## src/rtl/pipeline_ctrl.sv

```systemverilog
// Hazard controller for a five-stage pipeline: load-use stalls, branch flushes
// and a multi-cycle mult/div hold FSM with a saturating stall counter.
module pipeline_ctrl #(
    parameter int MD_LATENCY = 32
) (
    input  logic        clock,
    input  logic        reset,
    input  logic [31:0] fd_insn,
    input  logic [31:0] dx_insn,
    input  logic        branch_taken,
    input  logic        md_ready,
    output logic        pc_en,
    output logic        fd_en,
    output logic        dx_en,
    output logic        xm_en,
    output logic        mw_en,
    output logic        fd_flush,
    output logic        dx_flush,
    output logic        xm_bubble,
    output logic        md_busy,
    output logic [15:0] stall_cycles
);

    localparam int CW = $clog2(MD_LATENCY) + 1;
    localparam logic [CW-1:0] COUNT_LOAD = CW'(MD_LATENCY - 1);

    typedef enum logic [1:0] {IDLE, BUSY, DONE} state_t;

    state_t        state, state_next;
    logic [CW-1:0] count, count_next;

    logic [4:0] fd_op, fd_rs, fd_rt;
    logic [4:0] dx_op, dx_rd, dx_aluop;
    logic       dx_load, dx_md, fd_reads_rs, fd_reads_rt, load_use, md_exit;
    logic       unused_insn_bits;

    assign fd_op    = fd_insn[31:27];
    assign fd_rs    = fd_insn[21:17];
    assign fd_rt    = fd_insn[16:12];
    assign dx_op    = dx_insn[31:27];
    assign dx_rd    = dx_insn[26:22];
    assign dx_aluop = dx_insn[6:2];
    assign unused_insn_bits = ^{fd_insn[26:22], fd_insn[11:0], dx_insn[21:7], dx_insn[1:0]};

    assign dx_load     = (dx_op == 5'b01000);
    assign dx_md       = (dx_op == 5'b00000) && ((dx_aluop == 5'b00110) || (dx_aluop == 5'b00111));
    assign fd_reads_rt = (fd_op == 5'b00000);
    assign fd_reads_rs = !((fd_op == 5'b00001) || (fd_op == 5'b00011) || (fd_op == 5'b10101));
    assign load_use    = dx_load && (dx_rd != 5'd0) &&
                         ((fd_reads_rs && (dx_rd == fd_rs)) || (fd_reads_rt && (dx_rd == fd_rt)));

    // The triggering IDLE cycle already stalls, so BUSY ends as the countdown reaches zero.
    assign md_exit = md_ready || (count <= CW'(1));

    always_comb begin
        state_next = state;
        count_next = count;
        pc_en      = 1'b1;
        fd_en      = 1'b1;
        dx_en      = 1'b1;
        xm_en      = 1'b1;
        mw_en      = 1'b1;
        fd_flush   = 1'b0;
        dx_flush   = 1'b0;
        xm_bubble  = 1'b0;
        case (state)
            IDLE: begin
                if (dx_md) begin
                    state_next = BUSY;
                    count_next = COUNT_LOAD;
                    pc_en      = 1'b0;
                    fd_en      = 1'b0;
                    dx_en      = 1'b0;
                    xm_bubble  = 1'b1;
                end else if (branch_taken) begin
                    fd_flush = 1'b1;
                    dx_flush = 1'b1;
                end else if (load_use) begin
                    pc_en    = 1'b0;
                    fd_en    = 1'b0;
                    dx_flush = 1'b1;
                end
            end
            BUSY: begin
                pc_en     = 1'b0;
                fd_en     = 1'b0;
                dx_en     = 1'b0;
                xm_bubble = 1'b1;
                if (count != '0) begin
                    count_next = count - CW'(1);
                end
                if (md_exit) begin
                    state_next = DONE;
                end
            end
            DONE: begin
                state_next = IDLE;
            end
            default: begin
                state_next = IDLE;
            end
        endcase
    end

    always_ff @(posedge clock or negedge reset) begin
        if (!reset) begin
            state        <= IDLE;
            count        <= '0;
            stall_cycles <= 16'h0000;
        end else begin
            state <= state_next;
            count <= count_next;
            if (!pc_en && (stall_cycles != 16'hFFFF)) begin
                stall_cycles <= stall_cycles + 16'h0001;
            end
        end
    end

    assign md_busy = (state == BUSY);

endmodule

```

## config.mk

```make
export PLATFORM = sky130hd
export DESIGN_NAME = pipeline_ctrl
export DESIGN_NICKNAME = d
export VERILOG_FILES = /design/src/rtl/pipeline_ctrl.sv
export SDC_FILE = /design/constraint.sdc
export NUM_CORES = 1
export LEC_CHECK = 0
export ABC_CLOCK_PERIOD_IN_PS = 3000
export CORE_MARGIN = 4
export CORE_UTILIZATION = 40
export CTS_BUF_LIST = sky130_fd_sc_hd__clkbuf_4 sky130_fd_sc_hd__clkbuf_8
export CTS_CLUSTER_SIZE = 10
export DETAILED_ROUTE_END_ITERATION = 12
export GPL_ROUTABILITY_DRIVEN = 0
export PLACE_DENSITY = 0.88
export SLEW_MARGIN = 10
export SYNTH_ARGS = -nofsm -noshare
export SYNTH_HDL_FRONTEND = slang
export SYNTH_SLANG_ARGS = --single-unit
```

## constraint.sdc

```tcl
create_clock -name clock -period 3 [get_ports clock]
set_input_delay 0.45 -clock clock [delete_from_list [all_inputs] [get_ports clock]]
set_output_delay 0.45 -clock clock [all_outputs]
set_load 0.1 [all_outputs]
```

==> flow_metrics.env, run 1 <==
export IMPL_power_frac_comb_pct=26.8
export IMPL_grt_overflow=0
export IMPL_row_count=22
export IMPL_pwr_share_seq_pct=45.7
export IMPL_power_leakage_nw=1.07
export IMPL_drt_pass1_iter_count=4
export IMPL_drt_iter0_drc=66
export IMPL_grt_pass1_vias=1356
export IMPL_max_vdd_ir_drop_v=0.000304
export IMPL_p_sw_share_pct=30.5
export IMPL_track_usage_pct=15.4
export IMPL_min_path_type="register to register"
export IMPL_dieArea_um2=5180
export IMPL_ant_nets=0
export IMPL_worstSkewPairLatency_ns=0.26
export IMPL_outcome="finished, final reports clean"
export IMPL_syn_to_final_growth_pct=46.5
export IMPL_port_buffers=55
export IMPL_htreeDepth=1
export IMPL_ff2ff_path_depth=8
export IMPL_vias=1422
export IMPL_ys_async_sr_fraction_pct=100
export IMPL_worstPathCellList="clkdlybuf4s50_1 -> or4_4 -> a211o_1 -> a21oi_2 -> nor2_1 -> nor4_2 -> bufbuf_16"
export IMPL_end_kind="primary output"
export IMPL_fin_util_pct=63.1
export IMPL_final_cell_mix="clkdlybuf4s50_1, dfrtp_1, buf_4"
export IMPL_place_area_um2=2300
export IMPL_cp_arrival_ns=2.49
export IMPL_viasPerCell=5.31
export IMPL_wl_per_cell_um=15.1
export IMPL_slowest_stage="or4_4"
export IMPL_cts_hold_buf=0
export IMPL_worst_slack_ns=0.0565
export IMPL_cp_max_fo=3
export IMPL_rsz0062_at_grt="no"
export IMPL_worst_hold_path_endpoint="stall_cycles[9]$_DFFE_PN0P_"
export IMPL_drv_cap=0
export IMPL_finalCriticalPeriod_ns=2.94
export IMPL_ys_seq_area_share_pct=36.7
export IMPL_r2r_end="stall_cycles[1]$_DFFE_PN0P_"
export IMPL_drc=0
export IMPL_power_switching_w=0.000239
export IMPL_rr_startpoint="stall_cycles[0]$_DFFE_PN0P_"
export IMPL_mostFrequentLayoutCell="clkdlybuf4s50_1"
export IMPL_worst_hold_path_num_cells=1
export IMPL_cts_sinks=24
export IMPL_post_place_ws_ns=0.0204
export IMPL_max_stage_delay_ns=0.56
export IMPL_final_cell_area_um2=2400
export IMPL_coreArea_um2=3800
export IMPL_internal_power_w=0.000545
export IMPL_hold_viol_final=0
export IMPL_ys_flop_type="dfrtp_1"
export IMPL_syn_cell_area_um2=1640
export IMPL_grt_pass1_wl_um=6410
export IMPL_nNetsFinal=293
export IMPL_required_ns=2.55
export IMPL_n_antenna_cell=0
export IMPL_synth_edf_count=0
export IMPL_cts_tree="yes"
export IMPL_numCtsBuffers=3
export IMPL_clockBufferDepth=2
export IMPL_ys_ff_latch=24
export IMPL_setup_viol=0
export IMPL_critPathLaunchType="input port"
export IMPL_syn_avg_cell_area_um2=10.2
export IMPL_critPathLaunch="dx_insn[27]"
export IMPL_critical_path_buf_inv_count=2
export IMPL_hpwl_um=3080
export IMPL_grt_max_degree=25
export IMPL_yosys_warnings=0
export IMPL_clkPwrFrac_pct=27.5
export IMPL_die_h_um=72.0
export IMPL_root_buffer="clkbuf_8"
export IMPL_wirelength_um=4050
export IMPL_cts_setup_buffers=0
export IMPL_start_util_pct=43.1
export IMPL_rrSetupSlack_ns=0.82
export IMPL_crit_family="simple AND/OR/NAND/NOR gates"
export IMPL_cts_resized=0
export IMPL_synthDistinctLibCells=46
export IMPL_num_io_pins=93
export IMPL_whs_ns=0.496
export IMPL_antenna_found_initial=0
export IMPL_hp_start="stall_cycles[9]$_DFFE_PN0P_"
export IMPL_fp_dieW_um=72.0
export IMPL_critPathKind="input port to primary output"
export IMPL_layout_drive_gt1_share_pct=26.4
export IMPL_path_clk_slew_ns=0.08
export IMPL_clock_skew_ns=0.00204
export IMPL_drv_slew=0
export IMPL_p_per_area_nw_per_um2=327
export IMPL_synthCells=161
export IMPL_max_freq_ghz=0.340
export IMPL_fin_crit_sh_pct=98.1
-- sequential cells by signal, summed over array words and instances (netlist names) --
name,flops
stall_cycles,16
count,6
state,2
-- through the flow --
stage / setup TNS, ns / instances / power [W]
after floorplan: -0.681 / 162 / 0.000485
after global placement: 0 / 264 / 0.000564
after detailed placement: 0 / 264 / 0.000569
after CTS: 0 / 268 / 0.000787
after global routing: 0 / 268 / 0.000829
final: 0 / 268 / 0.000784
-- how the worst max path moves through the flow --
stage	end	slack [ns]	cells after the start
4_1_cts	dx_flush	0.005	8
5_1_grt	dx_flush	0.003	7
3_3_place_gp	dx_flush	0.02	8
3_5_place_dp	dx_flush	0.02	8
2_1_floorplan	dx_flush	-0.68	6
6_report	dx_flush	0.06	7
-- Yosys cell counts, drive strengths merged, types with 2 or more instances --
| master | n | area share, % |
|---|---|---|
| dfrtp | 24 | 37 |
| xnor2 | 16 | 8.6 |
| nor2 | 12 | 2.8 |
| o211ai | 11 | 7.8 |
| and3 | 10 | 3.8 |
| buf | 7 | 3.5 |
| nand2 | 7 | 1.6 |
| xor2 | 7 | 3.7 |
| inv | 6 | 1.4 |
| nand3b | 6 | 2.8 |
| o21ai | 6 | 2.1 |
| nor4 | 5 | 2.8 |
| a21oi | 4 | 1.2 |
| ha | 4 | 3.1 |
| nand3 | 3 | 0.92 |
| a22o | 2 | 1.1 |
| a22oi | 2 | 0.92 |
| a31oi | 2 | 0.76 |
| mux2 | 2 | 1.6 |
| nand4 | 2 | 0.76 |
| nor3 | 2 | 0.61 |
| o2111ai | 2 | 1.5 |
| o22a | 2 | 1.1 |
| or2 | 2 | 0.76 |
| or4 | 2 | 1.1 |
-- layout make-up --
class	instances	area, um^2
Clock buffer	4	55.1
Fill cell	311	1400
Multi-Input combinational cell	124	993
Tap cell	48	60.1
Timing Repair Buffer	62	666
Inverter	6	22.5
Sequential cell	24	601
-- power groups by stage --
| stage | clock, W | combinational [W] | sequential (W) |
|---|---|---|---|
| floorplan | 0 | 0.0000844 | 0.000401 |
| global placement | 0 | 0.000200 | 0.000364 |
| detailed placement | 0 | 0.000204 | 0.000365 |
| CTS | 0.000224 | 0.000205 | 0.000358 |
| global route | 0.000244 | 0.000224 | 0.000361 |
| finish | 0.000216 | 0.000210 | 0.000358 |
-- routing by layer --
layer / track usage [%] / routed length, um / vias to the layer above
li1: - / - / 699
met1: 18.9 / 1690 / 695
met2: 27.9 / 2170 / 26
met3: 3.60 / 172 / 2
met4: 2.30 / 13 / 0
met5: 0 / 0 / -
-- cell families after synthesis --
kind of cell	Yosys count	share of synthesized area, %
adders and majority gates	4	3.06
and+or+nand+nor	55	19.7
buffers and inverters	14	5.12
other	1	0.229
AOI/OAI and AO/OA	37	20.6
DFF	24	36.7
xor gates and xnor gates	23	12.3
muxes	3	2.22
Note: power is estimated with default switching activity, not from simulation.
==> inputs of run 2 (changes only) <==
--- a/config.mk
+++ b/config.mk
@@ -7,13 +7,13 @@
 export LEC_CHECK = 0
 export ABC_CLOCK_PERIOD_IN_PS = 3000
 export CORE_MARGIN = 4
-export CORE_UTILIZATION = 40
+export CORE_UTILIZATION = 35
 export CTS_BUF_LIST = sky130_fd_sc_hd__clkbuf_4 sky130_fd_sc_hd__clkbuf_8
 export CTS_CLUSTER_SIZE = 10
 export DETAILED_ROUTE_END_ITERATION = 12
 export GPL_ROUTABILITY_DRIVEN = 0
-export PLACE_DENSITY = 0.88
-export SLEW_MARGIN = 10
+export PLACE_DENSITY = 0.79
+export SLEW_MARGIN = 0
 export SYNTH_ARGS = -nofsm -noshare
 export SYNTH_HDL_FRONTEND = slang
 export SYNTH_SLANG_ARGS = --single-unit
==> run 2 against run 1 <==
Design area fell by 0.63%. Largest cell class unchanged. Combinational power about the same. Worst setup slack gained 0.034 ns. Clock skew about the same.
==> flow_metrics.env, run 2 (same netlist as run 1, synthesis figures left out) <==
export IMPL_outcome="finished, final reports clean"
export IMPL_antenna_found_initial=0
export IMPL_cts_sinks=24
export IMPL_cts_tree="yes"
export IMPL_drt_iter0_drc=70
export IMPL_mostFrequentLayoutCell="clkdlybuf4s50_1"
export IMPL_drv_cap=0
export IMPL_track_usage_pct=13.8
export IMPL_p_per_area_nw_per_um2=316
export IMPL_hold_viol_final=0
export IMPL_root_buffer="clkbuf_8"
export IMPL_clock_skew_ns=0.00162
export IMPL_wirelength_um=3820
export IMPL_power_switching_w=0.000235
export IMPL_slowest_stage="or4_4"
export IMPL_regMostFlops="stall_cycles"
export IMPL_grt_pass1_vias=1435
export IMPL_fin_cells=271
export IMPL_n_antenna_cell=0
export IMPL_numCtsBuffers=3
export IMPL_multiInputGateArea_um2=990
export IMPL_max_vdd_ir_drop_v=0.000248
export IMPL_end_kind="primary output"
export IMPL_path_clk_slew_ns=0.08
export IMPL_cp_arrival_ns=2.46
export IMPL_nNetsFinal=293
export IMPL_wl_per_cell_um=14.1
export IMPL_viasPerCell=5.18
export IMPL_pwr_share_seq_pct=47.6
export IMPL_layout_drive_gt1_share_pct=25.6
export IMPL_vias=1405
export IMPL_worstSkewPairLatency_ns=0.26
export IMPL_die_h_um=76.4
export IMPL_fin_crit_sh_pct=97.0
export IMPL_largest_register_ffs=16
export IMPL_grt_max_degree=25
export IMPL_power_frac_comb_pct=27.6
export IMPL_hpwl_um=3120
export IMPL_rsz0062_at_grt="no"
export IMPL_htreeDepth=1
export IMPL_whs_ns=0.510
export IMPL_ant_nets=0
export IMPL_critPathKind="input port to primary output"
export IMPL_row_count=24
export IMPL_internal_power_w=0.000518
export IMPL_required_ns=2.55
export IMPL_clockBufferDepth=2
export IMPL_start_util_pct=36.8
export IMPL_top_regs="stall_cycles x16, count x6, state x2"
export IMPL_crit_family="simple AND/OR/NAND/NOR gates"
export IMPL_cts_setup_buffers=0
export IMPL_critical_path_buf_inv_count=2
export IMPL_clkPwrFrac_pct=24.8
export IMPL_drc=0
export IMPL_power_leakage_nw=1.05
export IMPL_syn_to_final_growth_pct=45.6
export IMPL_max_freq_ghz=0.344
export IMPL_grt_overflow=0
export IMPL_p_sw_share_pct=31.3
export IMPL_dieArea_um2=5830
export IMPL_nFillCells=411
export IMPL_worstPathCellList="clkdlybuf4s50_1 -> or4_4 -> nor4_4 -> nand4_1 -> a21oi_1 -> nor2_1 -> nor4_2 -> bufbuf_16"
export IMPL_num_io_pins=93
export IMPL_critPathLaunchType="input port"
export IMPL_place_inst=268
export IMPL_coreArea_um2=4440
export IMPL_fp_dieW_um=76.4
export IMPL_drt_pass1_iter_count=4
export IMPL_final_cell_mix="clkdlybuf4s50_1, dfrtp_1, buf_4"
export IMPL_min_path_type="register to register"
export IMPL_finalCriticalPeriod_ns=2.91
export IMPL_register_area_um2=601
export IMPL_max_stage_delay_ns=0.50
export IMPL_port_buffers=55
export IMPL_drv_slew=0
export IMPL_grt_pass1_wl_um=6760
export IMPL_setup_viol=0
export IMPL_cp_max_fo=3
run 2: cell types whose count changed in the layout (fill, tap and decap cells not counted), sizes merged:
cell	before	now
clkbuf	4	3
clkdlybuf4s50	29	30
dlymetal6s2s	3	2
run 2: routing by layer:
layer / global-route usage, % / share of wire, % / vias to the layer above
met5: 0 / 0 / -
met4: 2.36 / 1.3 / 0
met3: 2.72 / 3.7 / 6
met2: 24.4 / 52 / 29
met1: 17.5 / 43 / 666
li1: - / - / 704
run 2: through the flow:
stage	total power [W]	util, %	setup slack [ns]	instance area [um^2]	setup TNS (ns)
3_3_place_gp	0.000564	51.9	0.0114	2300	0
5_1_grt	0.000790	53.6	0.000451	2380	0
2_1_floorplan	0.000485	-	-0.681	1660	-0.681
3_5_place_dp	0.000569	51.9	0.0199	2300	0
6_report	0.000753	53.6	0.0905	2380	0
4_1_cts	0.000754	52.8	0.0122	2350	0
run 2: final cells by class:
type	count	area share (%)
timing repair buffer	62	27.8
tap	52	2.73
multi-input combinational	124	41.5
inverter	6	0.945
clock buffer	3	1.73
sequential	24	25.2
run 2: final timing paths:
check | end | startpoint | slack, ns | depth (start not counted)
setup / recovery | dx_flush | fd_insn[29] | 0.09 | 8
hold reg to reg | stall_cycles[9]$_DFFE_PN0P_ | stall_cycles[9]$_DFFE_PN0P_ | 0.51 | 1
setup reg to reg | stall_cycles[1]$_DFFE_PN0P_ | stall_cycles[0]$_DFFE_PN0P_ | 0.95 | 7
min in group asynchronous | state[0]$_DFFE_PN0P_ | reset | 0.54 | 2
hold / removal | stall_cycles[9]$_DFFE_PN0P_ | stall_cycles[9]$_DFFE_PN0P_ | 0.51 | 1
max in group asynchronous | stall_cycles[9]$_DFFE_PN0P_ | reset | 2.22 | 2
run 2: power groups by stage:
stage | registers, W | clock network (W) | logic (W)
global route | 0.000363 | 0.000203 | 0.000224
floorplan | 0.000401 | 0 | 0.0000844
CTS | 0.000359 | 0.000191 | 0.000205
finish | 0.000358 | 0.000187 | 0.000208
global placement | 0.000364 | 0 | 0.000200
detailed placement | 0.000365 | 0 | 0.000204
run 2: worst reg2reg max path, cell delays in order (launching register included):
cell	delay (ns)
dfrtp_1	0.40
ha_1	0.19
and3_1	0.22
nand4_1	0.14
nor2_1	0.26
nand2_1	0.23
o21ai_2	0.15
mux2_1	0.34
run 2: what timing repair did:
item	4_1_cts	5_1_grt
setup endpoints to repair	0	3
resized for setup	0	6
hold buffers	0	0
==> inputs of run 3 (changes only) <==
--- a/config.mk
+++ b/config.mk
@@ -11,7 +11,6 @@
 export CTS_BUF_LIST = sky130_fd_sc_hd__clkbuf_4 sky130_fd_sc_hd__clkbuf_8
 export CTS_CLUSTER_SIZE = 10
 export DETAILED_ROUTE_END_ITERATION = 12
-export GPL_ROUTABILITY_DRIVEN = 0
 export PLACE_DENSITY = 0.79
 export SLEW_MARGIN = 0
 export SYNTH_ARGS = -nofsm -noshare
==> results of run 3 <==
The final DEF is identical to that of run 2; final timing and power are the same.
